File: src/rtl/shake_host_if.sv
// Host-side initiator for the SHAKE core stream: sends the length header, forwards
// message words, then collects squeezed words through a 1-deep skid with tail masking.
module shake_host_if #(
  parameter int W     = 32,
  parameter int LEN_W = 32
) (
  input  logic             clk,
  input  logic             rst,
  input  logic             start,
  input  logic [LEN_W-1:0] in_len_bits,
  input  logic [LEN_W-1:0] out_len_bits,
  input  logic             abort,
  input  logic             msg_valid,
  output logic             msg_ready,
  input  logic [W-1:0]     msg_data,
  output logic             core_din_valid,
  input  logic             core_din_ready,
  output logic [W-1:0]     core_din,
  input  logic             core_dout_valid,
  output logic             core_dout_ready,
  input  logic [W-1:0]     core_dout,
  output logic             core_force_done,
  input  logic             core_force_done_ack,
  output logic             out_valid,
  input  logic             out_ready,
  output logic [W-1:0]     out_data,
  output logic             out_last,
  output logic             busy,
  output logic             done
);

  typedef enum logic [2:0] {
    IDLE    = 3'd0,
    HDR_OUT = 3'd1,
    HDR_IN  = 3'd2,
    MSG     = 3'd3,
    SQZ     = 3'd4,
    ABORT   = 3'd5,
    DONE    = 3'd6
  } state_t;

  localparam logic [LEN_W:0] CNT_ZERO = {(LEN_W+1){1'b0}};
  localparam logic [LEN_W:0] CNT_ONE  = (LEN_W+1)'(1);

  state_t           state_r;
  state_t           state_s;
  logic [LEN_W-1:0] in_len_r;
  logic [LEN_W-1:0] out_len_r;
  logic [LEN_W:0]   msg_cnt_r;
  logic [LEN_W:0]   out_cnt_r;
  logic             out_valid_r;
  logic             out_last_r;
  logic [W-1:0]     out_data_r;

  logic             start_ok_s;
  logic             active_s;
  logic             msg_xfer_s;
  logic             dout_xfer_s;
  logic             out_xfer_s;
  logic [LEN_W-1:0] tail_bits_s;
  logic [W-1:0]     keep_mask_s;
  logic             core_din_valid_s;
  logic [W-1:0]     core_din_s;
  logic             msg_ready_s;
  logic             core_dout_ready_s;
  logic             core_force_done_s;

  // One extra bit keeps the round-up from wrapping at the maximum length.
  function automatic logic [LEN_W:0] ceil_words(input logic [LEN_W-1:0] bits);
    logic [LEN_W:0] sum_v;
    sum_v = {1'b0, bits} + (LEN_W+1)'(W - 1);
    return sum_v / (LEN_W+1)'(W);
  endfunction

  assign start_ok_s  = start && (out_len_bits != {LEN_W{1'b0}});
  assign active_s    = (state_r == HDR_OUT) || (state_r == HDR_IN) ||
                       (state_r == MSG) || (state_r == SQZ);
  assign tail_bits_s = out_len_r % LEN_W'(W);
  assign keep_mask_s = (tail_bits_s == {LEN_W{1'b0}}) ? {W{1'b1}} : ~({W{1'b1}} >> tail_bits_s);
  assign msg_xfer_s  = (state_r == MSG) && core_din_valid_s && core_din_ready;
  assign dout_xfer_s = core_dout_ready_s && core_dout_valid;
  assign out_xfer_s  = out_valid_r && out_ready;

  // State register.
  always_ff @(posedge clk) begin
    if (rst) begin
      state_r <= IDLE;
    end else begin
      state_r <= state_s;
    end
  end

  // Next-state logic; abort wins over any handshake in the same cycle.
  always_comb begin
    state_s = state_r;
    case (state_r)
      IDLE: begin
        if (start_ok_s) state_s = HDR_OUT;
        else            state_s = IDLE;
      end
      HDR_OUT: begin
        if (abort)               state_s = ABORT;
        else if (core_din_ready) state_s = HDR_IN;
        else                     state_s = HDR_OUT;
      end
      HDR_IN: begin
        if (abort)               state_s = ABORT;
        else if (core_din_ready) state_s = (msg_cnt_r == CNT_ZERO) ? SQZ : MSG;
        else                     state_s = HDR_IN;
      end
      MSG: begin
        if (abort)                                   state_s = ABORT;
        else if (msg_xfer_s && msg_cnt_r == CNT_ONE) state_s = SQZ;
        else                                         state_s = MSG;
      end
      SQZ: begin
        if (abort)                         state_s = ABORT;
        else if (out_xfer_s && out_last_r) state_s = DONE;
        else                               state_s = SQZ;
      end
      ABORT: begin
        if (core_force_done_ack) state_s = DONE;
        else                     state_s = ABORT;
      end
      DONE:    state_s = IDLE;
      default: state_s = IDLE;
    endcase
  end

  // Core-side and upstream handshake outputs decoded from the state.
  always_comb begin
    core_din_valid_s  = 1'b0;
    core_din_s        = {W{1'b0}};
    msg_ready_s       = 1'b0;
    core_dout_ready_s = 1'b0;
    core_force_done_s = 1'b0;
    case (state_r)
      HDR_OUT: begin
        core_din_valid_s = !abort;
        core_din_s       = W'(out_len_r);
      end
      HDR_IN: begin
        core_din_valid_s = !abort;
        core_din_s       = W'(in_len_r);
      end
      MSG: begin
        core_din_valid_s = msg_valid && !abort;
        core_din_s       = msg_data;
        msg_ready_s      = core_din_ready && !abort;
      end
      SQZ: begin
        core_dout_ready_s = !abort && (out_cnt_r != CNT_ZERO) && (!out_valid_r || out_ready);
      end
      ABORT: begin
        core_force_done_s = 1'b1;
      end
      default: begin
        core_din_valid_s = 1'b0;
      end
    endcase
  end

  // Request latch, word counters and output skid.
  always_ff @(posedge clk) begin
    if (rst) begin
      in_len_r    <= {LEN_W{1'b0}};
      out_len_r   <= {LEN_W{1'b0}};
      msg_cnt_r   <= CNT_ZERO;
      out_cnt_r   <= CNT_ZERO;
      out_valid_r <= 1'b0;
      out_last_r  <= 1'b0;
      out_data_r  <= {W{1'b0}};
    end else begin
      if (state_r == IDLE && start_ok_s) begin
        in_len_r  <= in_len_bits;
        out_len_r <= out_len_bits;
        msg_cnt_r <= ceil_words(in_len_bits);
        out_cnt_r <= ceil_words(out_len_bits);
      end
      if (msg_xfer_s) begin
        msg_cnt_r <= msg_cnt_r - CNT_ONE;
      end
      if (active_s && abort) begin
        out_valid_r <= 1'b0;
        out_last_r  <= 1'b0;
        out_data_r  <= {W{1'b0}};
      end else if (dout_xfer_s) begin
        out_valid_r <= 1'b1;
        out_last_r  <= (out_cnt_r == CNT_ONE);
        out_data_r  <= core_dout & ((out_cnt_r == CNT_ONE) ? keep_mask_s : {W{1'b1}});
        out_cnt_r   <= out_cnt_r - CNT_ONE;
      end else if (out_xfer_s) begin
        out_valid_r <= 1'b0;
        out_last_r  <= 1'b0;
      end
    end
  end

  assign core_din_valid  = core_din_valid_s;
  assign core_din        = core_din_s;
  assign msg_ready       = msg_ready_s;
  assign core_dout_ready = core_dout_ready_s;
  assign core_force_done = core_force_done_s;
  assign out_valid       = out_valid_r;
  assign out_data        = out_data_r;
  assign out_last        = out_last_r;
  assign busy            = (state_r != IDLE);
  assign done            = (state_r == DONE);

endmodule

File: config.mk
export PLATFORM = sky130hd
export DESIGN_NAME = shake_host_if
export DESIGN_NICKNAME = d
export VERILOG_FILES = /design/src/rtl/shake_host_if.sv
export SDC_FILE = /design/constraint.sdc
export NUM_CORES = 1
export LEC_CHECK = 0
export BUFFER_PORTS_ARGS = -buffer_cell sky130_fd_sc_hd__clkbuf_2
export CORE_MARGIN = 2
export CORE_UTILIZATION = 40
export CTS_CLUSTER_SIZE = 16
export DETAILED_ROUTE_END_ITERATION = 10
export GPL_ROUTABILITY_DRIVEN = 0
export SYNTH_ARGS = -nofsm -noshare
export SYNTH_HDL_FRONTEND = slang
export SYNTH_SLANG_ARGS = --single-unit
File: constraint.sdc
create_clock -name clk -period 2.9 [get_ports clk]
set_input_delay 0.145 -clock clk [delete_from_list [all_inputs] [get_ports clk]]
set_output_delay 0.145 -clock clk [all_outputs]
set_load 0.03 [all_outputs]
Word level (Yosys, flattened, before mapping)
Cells that the tools add are included.
- output and inout port bits: 72
- bits in registers: 167
- word-level logic and storage cells: 79
- multiplexer cells: 27
- eq/ne operators: 8
- bitwise gates (word level): 2
- shift operators: 1
- add/sub/neg operators: 4
- reduce and logical (&&, ||, !) cells: 29
- operators by type and width (operator ; number):
    33-bit 2-to-1 mux ; 5
    32-bit one-hot mux with 3 select lines ; 1
    32-bit by 5-bit adder with 33-bit output (second input constant) ; 2
    33-bit by 1-bit == test with 1-bit output (second input constant) ; 2
    33-bit by 1-bit subtractor with 33-bit output (second input constant) ; 2
    32-bit 2-to-1 mux ; 2
    33-bit zero test ; 1
    33-bit nonzero test ; 1
    32-bit AND ; 1
    32-bit zero test ; 1
    32-bit NOT ; 1
    32-bit nonzero test ; 1
    32-bit by 5-bit >> shifter with 32-bit output (first input constant) ; 1
    3-bit 2-to-1 mux ; 6
    3-bit one-hot mux with 6 select lines ; 1
    1-bit logical AND ; 13
    3-bit == test (second input constant) ; 3
    2-bit 2-to-1 mux ; 4
    1-bit 2-to-1 mux ; 7
    3-bit by 2-bit == test with 1-bit output (second input constant) ; 2
    1-bit logical OR ; 4
    2-bit nonzero test ; 2
    2-bit OR reduction ; 2
    3-bit by 1-bit == test with 1-bit output (second input constant) ; 1
    4 further kinds ; 5

Depth between registers and ports, before layout
- depth after elaboration: 9
- depth in mapped cells: 10
- gate-level depth less buffers: 8

Worst setup path after synthesis
No wires, ideal clock.
- kind: reg-to-reg
- from: register out_cnt_r[26]
- to: register out_cnt_r[17]
- required time: 2781 ps
- arrival: 2473 ps
- setup time: 119 ps
- cell stages (with the launch flop): 8
- path buffers: 1
- setup slack: 308 ps
- cells stage by stage: dfxtp_1 or4_4 or4_4 or4_4 buf_6 a21oi_4 a21oi_1 o221a_1
- longest elaborated chain between the ends: 7
- RTL lines (what ; line ; source):
    start, declared ; 50 ; logic [LEN_W:0] out_cnt_r;
    start signal, assigned ; 178 ; out_cnt_r <= ceil_words(out_len_bits);
    start signal, assigned ; 191 ; out_cnt_r <= out_cnt_r - CNT_ONE;
    33-bit nonzero test ; 152 ; core_dout_ready_s = !abort && (out_cnt_r != CNT_ZERO) && (!out_valid_r || out_ready);
    1-bit logical AND (2 in series) ; 152 ;
    1-bit 2-to-1 mux ; 137 ; case (state_r)
    1-bit logical AND ; 81 ; assign dout_xfer_s = core_dout_ready_s && core_dout_valid;
    33-bit 2-to-1 mux ; 187 ; end else if (dout_xfer_s) begin
    33-bit 2-to-1 mux ; 183 ; if (active_s && abort) begin
Every way passes these cells.
A chain may end at the register's enable or synchronous reset.

Worst setup path in the final report
- from: register out_cnt_r[26]
- to: output port core_dout_ready
- longest elaborated chain between the ends: 4
- RTL lines (what ; line ; source):
    33-bit nonzero test ; 152 ;
    1-bit logical AND (2 in series) ; 152 ;
    1-bit 2-to-1 mux ; 137 ;
    end, declared ; 20 ; output logic core_dout_ready,
Every way passes these cells.

==> qor.yml <==
worst_setup_path:
  crit_family: "simple AND/OR/NAND/NOR gates"
  reg2reg_from: "out_cnt_r[26]"
  endpoint_kind: "output port"
  path_class: "flip-flop to output port"
  path_cells: "or4_4, or4_4, or4_4, and3_4, clkbuf_8"
  slowest_delay_ns: 0.54
  slowest_stage: "or4_4"
  crit_top_cell: "or4_4"
  cp_num_buf_inv: 1
  critical_path.max_fanout: 4
  r2r-end: "out_data[7]"
  start_kind: "flip-flop"
  rr_worst_depth: 9
  rrSetupSlack_ns: 0.13
  critPathRequiredTime_ns: 2.76
  crit_arrival_ns: 2.65
worst_hold_path:
  hp-start: "out_len_bits[31]"
  hold_path_end: "out_len_r[31]"
  min_path_type: "input port to flip-flop"
  min_delay_path_depth: 3
die:
  initial_core_util_pct: 41.0
  ioPinCount: 209
  dieHeight_um: 160
  die_area_um2: 25500
  num_rows: 56
  die_x_um: 160
  coreArea_um2: 23600
clock_tree:
  clk_latency_ns: 0.44
  root_buffer: "clkbuf_16"
  cts_buffers: 17
  clkTransAtPathRegs_ns: 0.07
  cts_tree: "built"
  cts.sinks: 167
  cts_buffer_depth: 2
  htreeDepth: 4
sta:
  tightest_slew_ns: 0.781
  post-route-period-util_pct: 96.5
  fin_tns_setup_ns: 0
  slew_violations: 0
  hold_viol: 0
  clock.fmax_mhz: 357
  rsz0062_at_grt: "no"
  finalCriticalPeriod_ns: 2.80
  setup_viol: 0
  slew_headroom_pct: 47.9
  final.setup_skew_ns: 0.0174
  hold_ws_ns: 0.0144
route:
  post-route-drc-count: 0
  met1_length_um: 14900
  drt_iter0_drc: 799
  first_pass_iters: 6
  vias_per_cell: 5.63
  wl_met3_um: 1670
  top_layer: "met4"
  wl_um: 33400
  wire_per_inst_um: 17.8
  postRouteAntennaNets: 0
  dr_wl_met2_um: 15900
  vias: 10600
yosys:
  ys_seq_area_share_pct: 34.5
  synth_fp_nets: 1426
  postSynthCellCount: 1284
  syn_area_per_cell_um2: 7.54
  ys_types: 70
  mappedNetlistArea_um2: 9680
  ys.warnings.count: 0
  synth_ff_type: "dfxtp_1"
  synth-seq-cells: 167
  ys_async_sr_fraction_pct: 0
  synth_edf_count: 0
global_routing:
  grt_max_degree: 74
  antenna_found_initial: 1
  grt_use_total_pct: 25.5
  grt_pass1_wl_um: 52700
  grt_overflow: 0
  grt_pass1_vias: 9984
power:
  ir_drop_mv: 0.357
  powerDensity_nw_per_um2: 525
  leakagePower_uw: 0.00490
final_layout:
  drive_gt1_share_pct: 23.5
  final_util_pct: 53.1
  nNetsFinal: 1689
  syn_to_final_growth_pct: 29.4
  instances_no_fill: 1880
  stdcell_area_um2: 12500
placed_design:
  placed_cell_area_um2: 11300
  dp.cells: 1778
  dp_hpwl_um: 23800
  io_buffers: 208
outcome:
  outcome: "finished, final reports clean"
flow_run:
  max_cap_viol_count: 0
[flip-flops by register name, indices dropped and copies added, names as in the netlist]
register and count:
msg_cnt_r 33, out_cnt_r 33, in_len_r 32, out_data 32, out_len_r 32, state_r 3, out_last 1, out_valid 1
[synth_stat cells, types with 3 or more instances]
cell       instances  area (µm²)
o21ai_0           28         140
xnor2_1           35         307
inv_1             21        78.8
o311ai_0           8        70.1
and2_1             9        56.3
buf_2              5        25.0
or4_1             12        90.1
a22oi_1           35         263
xor2_1            22         193
o32a_1             3        30.0
nor4_1            30         188
or2_2              6        37.5
nor4b_1            3        26.3
a21oi_1          134         671
nand3_1           79         395
and4_1            10        87.6
nand2b_1          12        75.1
ha_1               5        62.6
buf_1              6        22.5
o211ai_1          21         158
and3_1            17         106
o21ai_1            7        35.0
a2111oi_0          6        52.6
nor2_1            93         349
a31oi_1           19         119
a31o_2             3        26.3
nand4_1           23         144
nand2_1          215         807
nand4b_1           7        61.3
o31ai_1            5        37.5
mux2_2            34         383
nor3_1            41         205
dfxtp_1          167        3340
buf_6              4        45.0
o21a_1             4        30.0
a211oi_1          20         150
clkbuf_1          75         282
or3_1             14        87.6
or4_4              3        33.8
o22ai_1            5        31.3
[placed cells by master (no fill, tap or decap), types with 14 or more instances in the layout]
cell,count
nand2_1,215
clkbuf_2,206
dfxtp_1,164
a21oi_1,134
nor2_1,92
nand3_1,79
dlygate4sd3_1,62
buf_4,62
nor3_1,41
a22oi_1,35
xnor2_1,35
mux2_2,34
nor4_1,29
o21ai_0,28
nand4_1,23
xor2_1,22
inv_1,21
o211ai_1,21
a211oi_1,20
a31oi_1,18
clkbuf_16,17
and3_1,16
or3_1,14
[worst min-delay path: stages]
cell and delay [ns]:
clkbuf_2 0.13, nand2_1 0.07, a21oi_1 0.05
[where the power goes]
| part | leakage [µW] | switching, µW | internal [µW] |
|---|---|---|---|
| Combinational | 0.00326 | 1010 | 655 |
| Sequential | 0.00137 | 156 | 2460 |
| Clock | 0.000276 | 1010 | 1280 |
| Total | 0.00490 | 2180 | 4400 |
[how the worst max path moves through the flow]
stage	slack [ns]	endpoint	cells after the start	from
global placement	0.16	out_cnt_r[21]	6	out_cnt_r[26]
CTS	0.005	core_dout_ready	5	out_cnt_r[26]
detailed placement	0.12	out_cnt_r[21]	6	out_cnt_r[26]
finish	0.10	core_dout_ready	5	out_cnt_r[26]
global route	0.04	core_dout_ready	5	out_cnt_r[26]
floorplan	0.31	out_cnt_r[17]	7	out_cnt_r[26]
[area by class of cell]
class	instances	area [µm²]
sequential	167	3350
fill	2327	11100
timing repair buffer	335	2200
inverter	21	78.8
tap	319	399
clock buffer	20	437
multi-input combinational	1005	5920
antenna	1	2.50
clock inverter	12	141
[metrics by stage]
step | power, µW | setup WS (ns)
4_1_cts | 6590 | 0.00523
6_report | 6580 | 0.101
3_3_place_gp | 4210 | 0.156
5_1_grt | 6880 | 0.0390
2_1_floorplan | 3620 | 0.308
3_5_place_dp | 4220 | 0.120
[cell families (layout without fill, tap and decap cells)]
family                     count (synthesis)  in the layout  share of synthesized area (%)
AOI/OAI and AO/OA                        323            323                           21.3
xor gates and xnor gates                  57             57                           5.16
adders and majority gates                  5              5                          0.646
buffers and inverters                    113            388                           4.91
DFF                                      167            167                           34.5
muxes                                     34             34                           3.96
other                                      0              1                              0
and+or+nand+nor                          585            586                           29.5
[layer usage]
layer / GRT usage (%) / vias to the layer above
li1: - / 5192
met1: 33.5 / 4996
met2: 42.6 / 341
met3: 3.80 / 63
met4: 8.97 / 0
met5: 0 / -
[repair_timing]
action,CTS,global route
gates cloned,0,1
buffers inserted,2,4
hold buffers,61,1
endpoints found under the hold margin,61,1
pin swaps,3,4
gates resized for setup,4,1
endpoints found under the setup margin,1,12
(Power assumes the default switching activity.)
